### config.mk
export PLATFORM = sky130hd
export DESIGN_NAME = voice_mixer
export DESIGN_NICKNAME = d
export VERILOG_FILES = /design/src/rtl/voice_mixer.sv
export SDC_FILE = /design/constraint.sdc
export NUM_CORES = 1
export LEC_CHECK = 0
export ABC_AREA = 1
export CORE_MARGIN = 3
export CORE_UTILIZATION = 61
export CTS_CLUSTER_DIAMETER = 200
export CTS_CLUSTER_SIZE = 10
export DETAILED_ROUTE_END_ITERATION = 10
export GPL_ROUTABILITY_DRIVEN = 0
export PLACE_DENSITY = 0.86
export RECOVER_POWER = 100
export SLEW_MARGIN = 20
export SYNTH_ARGS = -nofsm -noshare
export SYNTH_HDL_FRONTEND = slang
export SYNTH_SLANG_ARGS = --single-unit
### constraint.sdc
create_clock -name Clock -period 7.7 [get_ports Clock]
set_input_delay 1.54 -clock Clock [delete_from_list [all_inputs] [get_ports Clock]]
set_output_delay 1.54 -clock Clock [all_outputs]
set_load 0.005 [all_outputs]
### src/rtl/voice_mixer.sv
// Time-multiplexed N-voice mixer. A SampleReq snapshots every voice, one voice
// per cycle is scaled by its gain and accumulated, and the sum is reduced to
// WAVE_DEPTH bits (divide-down or clamp) and presented with a one-cycle Valid.
module voice_mixer #(
  parameter int WAVE_DEPTH = 8,
  parameter int NUM_VOICES = 4,
  parameter int GAIN_DEPTH = 4,
  parameter int SATURATE   = 0,
  localparam int VB        = $clog2(NUM_VOICES)
) (
  input  logic                             Clock,
  input  logic                             Reset,
  input  logic                             SampleReq,
  input  logic [NUM_VOICES*WAVE_DEPTH-1:0] VoiceSamples,
  input  logic [NUM_VOICES-1:0]            MuteMask,
  input  logic                             GainWrite,
  input  logic [VB-1:0]                    GainSel,
  input  logic [GAIN_DEPTH-1:0]            GainData,
  output logic [WAVE_DEPTH-1:0]            Mixed,
  output logic                             Valid,
  output logic                             Clip,
  output logic                             Overrun,
  output logic                             Busy
);

  localparam int PW = WAVE_DEPTH + GAIN_DEPTH;
  localparam int AW = WAVE_DEPTH + GAIN_DEPTH + VB;
  localparam logic [GAIN_DEPTH-1:0] GAIN_UNITY = GAIN_DEPTH'(2 ** (GAIN_DEPTH - 1));
  localparam logic [AW-1:0]         WAVE_MAX   = AW'((2 ** WAVE_DEPTH) - 1);
  localparam logic [VB-1:0]         LAST_IDX   = VB'(NUM_VOICES - 1);

  typedef enum logic [1:0] {
    ST_IDLE,
    ST_ACCUM,
    ST_OUTPUT
  } state_e;

  state_e                                   state_q, state_d;
  logic [VB-1:0]                            idx_q, idx_d;
  logic [AW-1:0]                            acc_q, acc_d;
  logic [NUM_VOICES-1:0][WAVE_DEPTH-1:0]    samples_q, samples_d;
  logic [NUM_VOICES-1:0]                    mute_q, mute_d;
  logic [NUM_VOICES-1:0][GAIN_DEPTH-1:0]    gain_q, gain_d;
  logic [WAVE_DEPTH-1:0]                    mixed_q, mixed_d;
  logic                                     valid_q, valid_d;
  logic                                     clip_q, clip_d;
  logic                                     overrun_q, overrun_d;

  logic [PW-1:0]         contrib;
  logic [AW-1:0]         scaled;
  logic [WAVE_DEPTH-1:0] mixed_next;
  logic                  clip_next;

  // Gain register file: a write lands on the next edge, so the accumulator
  // always sees the value held before any same-cycle write.
  always_comb begin
    // NOTE: combinational blocks use blocking '=' and assign a default first;
    // every path then drives every output, so no latch can be inferred.
    gain_d = gain_q;
    if (GainWrite) gain_d[GainSel] = GainData;
  end

  // Weighted contribution of the voice selected by the accumulation index.
  always_comb begin
    contrib = '0;
    if (!mute_q[idx_q]) contrib = PW'(samples_q[idx_q]) * PW'(gain_q[idx_q]);
  end

  // Reduce the final sum to an output sample: divide-down or clamp.
  always_comb begin
    scaled     = '0;
    mixed_next = '0;
    clip_next  = 1'b0;
    if (SATURATE != 0) begin
      scaled = acc_q >> (GAIN_DEPTH - 1);
      if (scaled > WAVE_MAX) begin
        mixed_next = '1;
        clip_next  = 1'b1;
      end else begin
        mixed_next = scaled[WAVE_DEPTH-1:0];
      end
    end else begin
      scaled     = acc_q >> (GAIN_DEPTH - 1 + VB);
      mixed_next = scaled[WAVE_DEPTH-1:0];
    end
  end

  // Frame sequencer: accept, accumulate one voice per cycle, then publish.
  always_comb begin
    logic accept;
    accept    = 1'b0;
    state_d   = state_q;
    idx_d     = idx_q;
    acc_d     = acc_q;
    samples_d = samples_q;
    mute_d    = mute_q;
    mixed_d   = mixed_q;
    clip_d    = clip_q;
    valid_d   = 1'b0;
    overrun_d = 1'b0;
    unique case (state_q)
      ST_IDLE: begin
        accept = SampleReq;
      end
      ST_ACCUM: begin
        acc_d     = acc_q + AW'(contrib);
        idx_d     = idx_q + VB'(1);
        overrun_d = SampleReq;
        if (idx_q == LAST_IDX) state_d = ST_OUTPUT;
      end
      ST_OUTPUT: begin
        valid_d = 1'b1;
        mixed_d = mixed_next;
        clip_d  = clip_next;
        state_d = ST_IDLE;
        accept  = SampleReq;
      end
      default: state_d = ST_IDLE;
    endcase
    if (accept) begin
      samples_d = VoiceSamples;
      mute_d    = MuteMask;
      acc_d     = '0;
      idx_d     = '0;
      state_d   = ST_ACCUM;
    end
  end

  // Control, result and gain registers with synchronous reset.
  always_ff @(posedge Clock) begin
    // NOTE: sequential state uses non-blocking '<=' so every flop samples
    // the pre-edge values regardless of statement order.
    if (Reset) begin
      state_q   <= ST_IDLE;
      idx_q     <= '0;
      acc_q     <= '0;
      gain_q    <= {NUM_VOICES{GAIN_UNITY}};
      mixed_q   <= '0;
      valid_q   <= 1'b0;
      clip_q    <= 1'b0;
      overrun_q <= 1'b0;
    end else begin
      state_q   <= state_d;
      idx_q     <= idx_d;
      acc_q     <= acc_d;
      gain_q    <= gain_d;
      mixed_q   <= mixed_d;
      valid_q   <= valid_d;
      clip_q    <= clip_d;
      overrun_q <= overrun_d;
    end
  end

  // Frame snapshot of samples and mutes.
  always_ff @(posedge Clock) begin
    // NOTE: the snapshot is left without reset; it is always reloaded on
    // accept before it is read, so a reset would only cost routing.
    samples_q <= samples_d;
    mute_q    <= mute_d;
  end

  assign Mixed   = mixed_q;
  assign Valid   = valid_q;
  assign Clip    = clip_q;
  assign Overrun = overrun_q;
  assign Busy    = (state_q == ST_ACCUM);

endmodule

==> flow_metrics.env, run 1 <==
export IMPL_dpl_hpwl_um=8130
export IMPL_via_per_inst=5.51
export IMPL_nets=750
export IMPL_synth_compound_area_share_pct=11.4
export IMPL_grt_pass1_vias=4030
export IMPL_cts_buffers_inserted=9
export IMPL_synth_seq_area_share_pct=40.6
export IMPL_powerDensity_mw_per_mm2=205
export IMPL_area_growth_pct=16.0
export IMPL_syn_cell_area_sq_mm=0.00479
export IMPL_ys_ff_latch=79
export IMPL_synth_distinct_cells=43
export IMPL_antenna_found_initial=0
export IMPL_cts_hold_buf=0
export IMPL_post_cts_setup_buffers=0
export IMPL_slew_viol_final=39
export IMPL_n_antenna_cell=0
export IMPL_synth_common_cells="133 x nand2_1, 108 x nor2_1, 84 x inv_1"
export IMPL_r2r_slack_ps=2360
export IMPL_worst_setup_path_end_kind="register"
export IMPL_port_buffers=56
export IMPL_fin_crit_sh_pct=69.4
export IMPL_finalClockSkew_ps=9.11
export IMPL_comb_power_share_pct=30.6
export IMPL_cts_sinks=79
export IMPL_layout_cells_non_filler=766
export IMPL_power_total_uw=1140
export IMPL_die_y_um=94.6
export IMPL_dr_total_vias=4219
export IMPL_synthArstFlopShare_pct=0
export IMPL_crit_fanout=24
export IMPL_internal_power_uw=725
export IMPL_ys_flop_type="dfxtp_1"
export IMPL_leakagePower_uw=0.00262
export IMPL_yosys_area_top_type_share_pct=22.6
export IMPL_vdd_drop_max_mv=0.125
export IMPL_hold_viol_final=0
export IMPL_r2r_end="acc_q[9]"
export IMPL_synth_xor_area_share_pct=0.732
export IMPL_crit_required_ps=7970
export IMPL_utilization_pct=74.5
export IMPL_r2r_start="idx_q[1]"
export IMPL_startpoint="idx_q[1]"
export IMPL_outcome="finished with violations"
export IMPL_cts_root_buf="clkbuf_8"
export IMPL_synthCells=608
export IMPL_max_slew_margin_pct=-102
export IMPL_final_cell_area_sq_mm=0.00555
export IMPL_crit_end="acc_q[9]"
export IMPL_start_util_pct=64.3
export IMPL_avgSynthCellArea_sq_um=7.87
export IMPL_critPathKind="reg2reg"
export IMPL_wire_per_inst_um=13.9
export IMPL_placed_cell_area_sq_mm=0.00537
export IMPL_synth_edf_count=36
export IMPL_cts_tree="built"
export IMPL_clock_latency_ps=370
export IMPL_critPathLaunchType="register"
export IMPL_synth_nets=696
export IMPL_synth_largest_area_cell="edfxtp_1"
export IMPL_worstMarginPinSlew_ps=3020
export IMPL_grt_pass1_wl_um=18200
export IMPL_final_setup_tns_ps=0
export IMPL_firstDrtPassIters=5
export IMPL_failed_checks="capacitance limit, slew limit"
export IMPL_drive_above_1_share_pct=4.65
export IMPL_cts_htree_levels=3
export IMPL_num_rows=31
export IMPL_reg2reg_depth=26
export IMPL_rsz0062_at_grt="no"
export IMPL_io_pins=58
export IMPL_drtIter0Drc=382
export IMPL_muxShareOfSynthArea_pct=0
export IMPL_grt_max_degree=39
export IMPL_clkPwrFrac_pct=27.1
export IMPL_p_switching_uw=412
export IMPL_place_inst=750
export IMPL_totalWireLength_um=10600
export IMPL_crit_arrival_ps=5620
export IMPL_clkTransAtPathRegs_ps=100
export IMPL_seqPwrFrac_pct=42.3
export IMPL_swShare_pct=36.2
export IMPL_yosys_warnings=0
export IMPL_ctsResizeCount=0
export IMPL_min_period_ps=5340
export IMPL_drv_cap=2
export IMPL_ant_nets=0
export IMPL_synthTopCellsByArea="edfxtp_1 23%, dfxtp_1 18%, nand2_1 10%"
export IMPL_fmax_mhz=187
export IMPL_synth_most_common_cell="nand2_1"
export IMPL_grt_overflow_total=0
export IMPL_synthAdderAreaFrac_pct=13.0
export IMPL_drc=0
export IMPL_synthSimpleGateAreaFrac_pct=24.6
export IMPL_synth_top_family_by_area="simple AND/OR/NAND/NOR gates"
export IMPL_setup_violations=0
export IMPL_hold_class="reg2reg"
export IMPL_die_area_sq_mm=0.00894
export IMPL_core_area_sq_mm=0.00745
export IMPL_die_w_um=94.6
export IMPL_clockBufferDepth=2
export IMPL_track_usage_pct=26.1
-- state kept, by name, summed over array words and instances, names as in the netlist --
signal     count
acc_q         13
Overrun        1
Valid          1
state_q        2
mute_q         4
samples_q     32
idx_q          2
Mixed          8
gain_q        16
-- power groups by stage --
stage / clock network, uW / registers (uW) / logic [uW]
4_1_cts: 311 / 480 / 350
3_3_place_gp: 0 / 489 / 332
2_1_floorplan: 0 / 483 / 263
5_1_grt: 331 / 484 / 401
3_5_place_dp: 0 / 490 / 347
6_report: 308 / 481 / 348
-- final cells by class --
type,count,area [sq um]
inverters,91,352
clock buffers,9,124
repair buffers,56,561
flip-flops and latches,79,1940
well taps,99,124
multi-input cells,425,2380
fillers,544,1900
clock inverters,7,72.6
-- metal layers --
metal	wire length (um)	global-route usage, %	vias to the layer above	share of wire [%]
met4	325	10.7	0	3.1
li1	-	-	2072	-
met1	4390	32.6	1930	41
met5	0	0	-	0
met2	5240	44.1	179	49
met3	671	5.58	38	6.3
-- worst min-delay path by stage --
stage	start	to	cells past startpoint	slack, ps
CTS	gain_q[3]	gain_q[3]	2	480
detailed placement	gain_q[3]	gain_q[3]	2	450
global placement	acc_q[0]	acc_q[0]	2	450
global route	state_q[1]	state_q[1]	1	500
finish	state_q[1]	state_q[1]	1	470
floorplan	gain_q[11]	gain_q[11]	2	420
-- layout by cell type (no fill, tap or decap), types with 2 or more instances in the layout --
cell,synthesis,routed
nor2_2,3,2
nor2_1,108,110
clkdlybuf4s50_1,0,7
edfxtp_1,36,36
inv_8,1,3
nand3_1,30,30
nor3_1,6,6
nand4_1,4,4
o21ai_0,30,30
inv_6,0,3
o21bai_1,2,2
a32oi_2,2,2
a21oi_1,34,34
a21o_1,3,3
o21ai_2,2,2
dfxtp_1,43,42
clkbuf_8,0,9
ha_1,29,29
nand2_1,133,133
inv_2,4,3
dlygate4sd3_1,0,49
inv_1,84,85
xor2_1,3,3
a32oi_1,6,6
or2_1,2,2
fa_1,13,13
o21a_1,2,2
-- metrics by stage --
stage	setup WS (ps)	hold WS, ps
final	2360	469
after detailed placement	2360	452
after global placement	2570	454
after CTS	2330	485
after global routing	1800	498
after floorplan	3400	424
-- worst max-delay path: stages, from the launching register on --
cell and delay, ps:
dfxtp_1 370, inv_1 620, o21ai_0 200, o22ai_1 200, inv_2 120, or2_1 260
fa_1 530, inv_1 50, fa_1 520, fa_1 490, nand3_1 110, nand2_1 90
nand2_1 70, nor2_1 50, or2_1 220, nand2_1 60, nand2_1 50, nor2_1 120
ha_1 300, nand2_1 120, inv_1 50, a21oi_1 220, nand3_1 140, nand2_1 80
nand3_1 60, nand2_1 100, inv_1 40
-- cell families after synthesis --
| logic type | after synthesis |
|---|---|
| other | 1 |
| and+or+nand+nor | 291 |
| xor gates and xnor gates | 4 |
| AOI/OAI and AO/OA | 87 |
| adders and majority gates | 42 |
| DFF | 79 |
| buffers and inverters | 104 |
No activity file was read; power rests on OpenSTA's default activity.
==> run 2: changes to the inputs <==
--- a/config.mk
+++ b/config.mk
@@ -7,12 +7,12 @@
 export LEC_CHECK = 0
 export ABC_AREA = 1
 export CORE_MARGIN = 3
-export CORE_UTILIZATION = 61
+export CORE_UTILIZATION = 51
 export CTS_CLUSTER_DIAMETER = 200
 export CTS_CLUSTER_SIZE = 10
 export DETAILED_ROUTE_END_ITERATION = 10
 export GPL_ROUTABILITY_DRIVEN = 0
-export PLACE_DENSITY = 0.86
+export PLACE_DENSITY = 0.77
 export RECOVER_POWER = 100
 export SLEW_MARGIN = 20
 export SYNTH_ARGS = -nofsm -noshare
==> constraint.sdc (replaced) <==
create_clock -name Clock -period 4.7 [get_ports Clock]
set_input_delay 0.94 -clock Clock [delete_from_list [all_inputs] [get_ports Clock]]
set_output_delay 0.94 -clock Clock [all_outputs]
set_load 0.005 [all_outputs]
==> run 2 against run 1 <==
Net effect:
- the run now ends clean
- non-clock buffer count rose by 13
- core utilization fell by 9.0 points
- routed wire length rose by 1.0%
- largest cell class unchanged
- clock-buffer cell count did not move
==> flow_metrics.env, run 2 (synthesized netlist as in run 1, its figures left out) <==
export IMPL_firstDrtPassIters=5
export IMPL_worstMarginPinSlew_ps=608
export IMPL_critPathLaunchType="register"
export IMPL_n_antenna_cell=0
export IMPL_die_area_sq_mm=0.0106
export IMPL_final_cell_mix="130 x nand2_1, 103 x nor2_1, 84 x inv_1"
export IMPL_nets=765
export IMPL_setup_violations=0
export IMPL_critPathKind="reg2reg"
export IMPL_vdd_drop_max_mv=0.162
export IMPL_cts_htree_levels=3
export IMPL_grt_pass1_wl_um=17600
export IMPL_largest_register="samples_q"
export IMPL_via_per_inst=5.27
export IMPL_clkTransAtPathRegs_ps=100
export IMPL_worst_slack_ps=95.2
export IMPL_place_inst=765
export IMPL_slew_viol_final=0
export IMPL_cts_buffers_inserted=9
export IMPL_antenna_found_initial=0
export IMPL_layout_commonest_cell="nand2_1"
export IMPL_area_growth_pct=22.4
export IMPL_cts_tree="built"
export IMPL_cp_slowest_stage_delay_ps=530
export IMPL_drc=0
export IMPL_crit_path_frequent_cell="nand2_1"
export IMPL_outcome="completed"
export IMPL_drtIter0Drc=188
export IMPL_fin_crit_sh_pct=98.0
export IMPL_clock_latency_ps=360
export IMPL_hold_class="reg2reg"
export IMPL_die_y_um=103
export IMPL_fmax_mhz=217
export IMPL_drive_above_1_share_pct=10.9
export IMPL_worst_setup_path_end_kind="register"
export IMPL_grt_pass1_vias=3875
export IMPL_powerDensity_mw_per_mm2=345
export IMPL_finalClockSkew_ps=13.4
export IMPL_grt_overflow_total=0
export IMPL_grt_max_degree=39
export IMPL_layout_cells_non_filler=790
export IMPL_wire_per_inst_um=13.6
export IMPL_die_w_um=103
export IMPL_cts_hold_buf=0
export IMPL_post_place_ws_ps=13.9
export IMPL_hold_viol_final=0
export IMPL_core_area_sq_mm=0.00893
export IMPL_crit_required_ps=4960
export IMPL_leakagePower_uw=0.00273
export IMPL_track_usage_pct=21.0
export IMPL_crit_arrival_ps=4860
export IMPL_critPathBufInv=6
export IMPL_io_pins=58
export IMPL_cts_sinks=79
export IMPL_fillCellCount=737
export IMPL_port_buffers=56
export IMPL_clockBufferDepth=2
export IMPL_max_slew_margin_pct=59.4
export IMPL_min_period_ps=4600
export IMPL_path_delay_family="adder cells"
export IMPL_totalWireLength_um=10700
export IMPL_num_rows=34
export IMPL_ant_nets=0
export IMPL_start_util_pct=53.6
export IMPL_largestRegisters="samples_q: 32 flops, gain_q: 16 flops, acc_q: 13 flops"
export IMPL_dpl_hpwl_um=7680
export IMPL_drv_cap=0
export IMPL_cts_root_buf="clkbuf_8"
export IMPL_slowest_stage="fa_1"
export IMPL_crit_fanout=14
export IMPL_largest_reg_flops=32
export IMPL_dr_total_vias=4167
==> run 2: changes by cell type in the layout (fill, tap and decap cells not counted), moves of 3 or more <==
cell,previous run,this run
nand2_1,133,130
a21oi_1,34,29
ha_2,0,4
inv_8,3,0
nor2_1,110,103
ha_1,29,23
buf_6,0,3
a21oi_2,0,5
nor2_4,0,3
nor2_2,2,6
buf_4,0,10
==> run 2: final timing paths <==
| check | startpoint | to | slack [ps] | depth (start not counted) |
|---|---|---|---|---|
| worst max-delay path | idx_q[0] | acc_q[9] | 100 | 28 |
| worst min-delay path | Mixed[4] | Mixed[4] | 480 | 2 |
| worst max register to register | idx_q[0] | acc_q[9] | 100 | 28 |
| worst min register to register | Mixed[4] | Mixed[4] | 480 | 2 |
==> run 2: layer usage <==
metal  up-vias  GRT usage, %  part of all wire [%]
li1       2101             -                     -
met1      1951          27.0                    44
met2       102          36.5                    50
met3        13          3.18                   5.1
met4         0          6.87                   1.2
met5         -             0                     0
==> run 2: what timing repair did <==
item / CTS / global route
cloned: 0 / 2
gates resized for setup: 1 / 38
buffers inserted: 0 / 7
pin swaps: 0 / 4
setup endpoints to repair: 1 / 6
==> run 2: where the power goes <==
part | switching, uW | internal (uW)
clock | 293 | 310
combinational | 381 | 250
sequential | 23.0 | 762
==> run 2: worst register-to-register path, delay by kind of cell (launching register included) <==
family / cells / cell delay, ps
fa+ha+maj: 4 / 1660
flops: 1 / 430
simple gates: 14 / 1190
buf+inv: 6 / 480
compound gates: 4 / 730
==> run 2: metrics by stage <==
step                      TNS, ps  util [%]  cell area (sq um)  total power [uW]  hold WS, ps
after floorplan                 0         -               4790              1220          424
after global placement          0      60.8               5430              1350          454
after detailed placement        0      60.8               5430              1370          459
after CTS                       0      63.4               5660              1970          482
after global routing         -500      65.6               5860              2140          513
final                           0      65.6               5860              2020          480
==> run 2: area by class of cell <==
| type | count | area [sq um] | share of cell area (%) |
|---|---|---|---|
| clock buffers | 9 | 124 | 2.11 |
| inverters | 91 | 359 | 6.13 |
| well taps | 108 | 135 | 2.31 |
| clock inverters | 7 | 111 | 1.90 |
| flip-flops and latches | 79 | 1950 | 33.3 |
| repair buffers | 69 | 669 | 11.4 |
| multi-input cells | 425 | 2500 | 42.6 |
| repair inverters | 2 | 13.8 | 0.235 |
==> run 3: changes to the inputs <==
--- a/config.mk
+++ b/config.mk
@@ -7,12 +7,13 @@
 export LEC_CHECK = 0
 export ABC_AREA = 1
 export CORE_MARGIN = 3
-export CORE_UTILIZATION = 51
+export CORE_UTILIZATION = 58
 export CTS_CLUSTER_DIAMETER = 200
 export CTS_CLUSTER_SIZE = 10
 export DETAILED_ROUTE_END_ITERATION = 10
+export DONT_BUFFER_PORTS = 1
 export GPL_ROUTABILITY_DRIVEN = 0
-export PLACE_DENSITY = 0.77
+export PLACE_DENSITY = 0.76
 export RECOVER_POWER = 100
 export SLEW_MARGIN = 20
 export SYNTH_ARGS = -nofsm -noshare
==> run 3 against run 2 <==
Net effect:
- clock-buffer cell count unchanged
- design area decreased by 9.1%
- combinational power decreased by 2%
- global-route usage increased by 0.45 points
- via count decreased by 3.9%
- sequential share of layout area increased by 3.3 points
- non-clock buffer count decreased by 56
==> flow_metrics.env, run 3 (synthesized netlist as in run 1, its figures left out) <==
export IMPL_worst_slack_ps=231
export IMPL_slew_viol_final=0
export IMPL_antenna_found_initial=0
export IMPL_post_place_ws_ps=55.2
export IMPL_grt_max_degree=39
export IMPL_setup_violations=0
export IMPL_clkTransAtPathRegs_ps=90
export IMPL_swShare_pct=34.6
export IMPL_crit_path_frequent_cell="nand2_1"
export IMPL_finalClockSkew_ps=19.4
export IMPL_final_setup_tns_ps=0
export IMPL_port_buffers=0
export IMPL_firstDrtPassIters=5
export IMPL_grt_pass1_wl_um=16700
export IMPL_vdd_drop_max_mv=0.244
export IMPL_clkPwrFrac_pct=30.2
export IMPL_hold_class="reg2reg"
export IMPL_die_y_um=96.8
export IMPL_cts_htree_levels=3
export IMPL_placed_cell_area_sq_mm=0.00486
export IMPL_final_cell_mix="130 x nand2_1, 104 x nor2_1, 84 x inv_1"
export IMPL_worstMarginPinSlew_ps=593
export IMPL_clock_latency_ps=370
export IMPL_ant_nets=0
export IMPL_grt_pass1_vias=3711
export IMPL_nets=707
export IMPL_worst_setup_path_end_kind="register"
export IMPL_cts_tree="built"
export IMPL_via_per_inst=5.51
export IMPL_io_pins=58
export IMPL_critPathLaunchType="register"
export IMPL_hold_viol_final=0
export IMPL_crit_required_ps=4970
export IMPL_cts_buffers_inserted=9
export IMPL_clockBufferDepth=2
export IMPL_dr_total_vias=4003
export IMPL_max_slew_margin_pct=60.4
export IMPL_outcome="completed"
export IMPL_powerDensity_mw_per_mm2=378
export IMPL_leakagePower_uw=0.00248
export IMPL_area_growth_pct=11.3
export IMPL_cts_hold_buf=0
export IMPL_fmax_mhz=224
export IMPL_slowest_stage="fa_1"
export IMPL_largestRegisters="samples_q: 32 flops, gain_q: 16 flops, acc_q: 13 flops"
export IMPL_cts_root_buf="clkbuf_8"
export IMPL_holdWs_ps=504
export IMPL_drc=0
export IMPL_crit_fanout=27
export IMPL_die_w_um=96.8
export IMPL_fin_crit_sh_pct=95.1
export IMPL_die_area_sq_mm=0.00938
export IMPL_crit_arrival_ps=4740
export IMPL_drv_cap=0
export IMPL_core_area_sq_mm=0.00785
export IMPL_num_rows=32
export IMPL_seqPwrFrac_pct=39.0
export IMPL_comb_power_share_pct=30.8
export IMPL_track_usage_pct=21.5
export IMPL_drive_above_1_share_pct=10.4
export IMPL_drtIter0Drc=222
export IMPL_fillCellCount=637
export IMPL_utilization_pct=67.9
export IMPL_wire_per_inst_um=14.5
export IMPL_largest_register="samples_q"
export IMPL_grt_overflow_total=0
export IMPL_largest_reg_flops=32
export IMPL_cp_slowest_stage_delay_ps=540
export IMPL_start_util_pct=61.0
export IMPL_internal_power_uw=1320
export IMPL_final_cell_area_sq_mm=0.00533
export IMPL_layout_commonest_cell="nand2_1"
export IMPL_dpl_hpwl_um=7340
export IMPL_cts_sinks=79
export IMPL_critPathKind="reg2reg"
export IMPL_totalWireLength_um=10500
export IMPL_n_antenna_cell=0
export IMPL_min_period_ps=4470
export IMPL_p_switching_uw=697
run 3: layout make-up:
type	instances	area [sq um]	share of cell area [%]
multi-input combinational	425	2500	46.9
clock buffer	9	124	2.33
sequential	79	1950	36.6
inverter	91	373	7.00
tap	102	128	2.40
timing repair buffer	13	149	2.80
clock inverter	7	109	2.04
run 3: routing by layer:
metal,share of wire (%),wire length (um),GRT usage [%]
met3,6.4,674,4.76
met1,43,4560,27.4
met4,2.0,213,6.91
met2,48,5110,36.4
met5,0,0,0
run 3: power groups by stage:
stage	Combinational [uW]	Clock (uW)	Sequential (uW)
after global placement	506	0	798
after detailed placement	520	0	799
after CTS	525	605	783
final	620	609	785
after global routing	701	637	789
after floorplan	431	0	791
run 3: final timing paths:
check             from         to  slack, ps  depth (start not counted)
max           idx_q[0]   acc_q[9]        230                         28
min          gain_q[0]  gain_q[0]        500                          2
max reg2reg   idx_q[0]   acc_q[9]        230                         28
min reg2reg  gain_q[0]  gain_q[0]        500                          2
run 3: through the flow:
| step | instances | total power, uW |
|---|---|---|
| after floorplan | 608 | 1220 |
| after global placement | 701 | 1300 |
| after detailed placement | 701 | 1320 |
| after CTS | 717 | 1910 |
| after global routing | 726 | 2130 |
| final | 726 | 2010 |
run 3: worst max-delay path: cells and delay by family, from the launching register on:
family	cells	cell delay, ps
buffers and inverters	7	610
AND/OR/NAND/NOR	15	1380
flip-flops	1	390
adder cells (fa/ha/maj)	4	1740
AO/OA/AOI/OAI	2	270
run 3: what timing repair did:
action                                 CTS  global route
endpoints found under the hold margin    0             0
buffers inserted                         0             7
setup endpoints to repair                0             6
gates resized for setup                  0            31
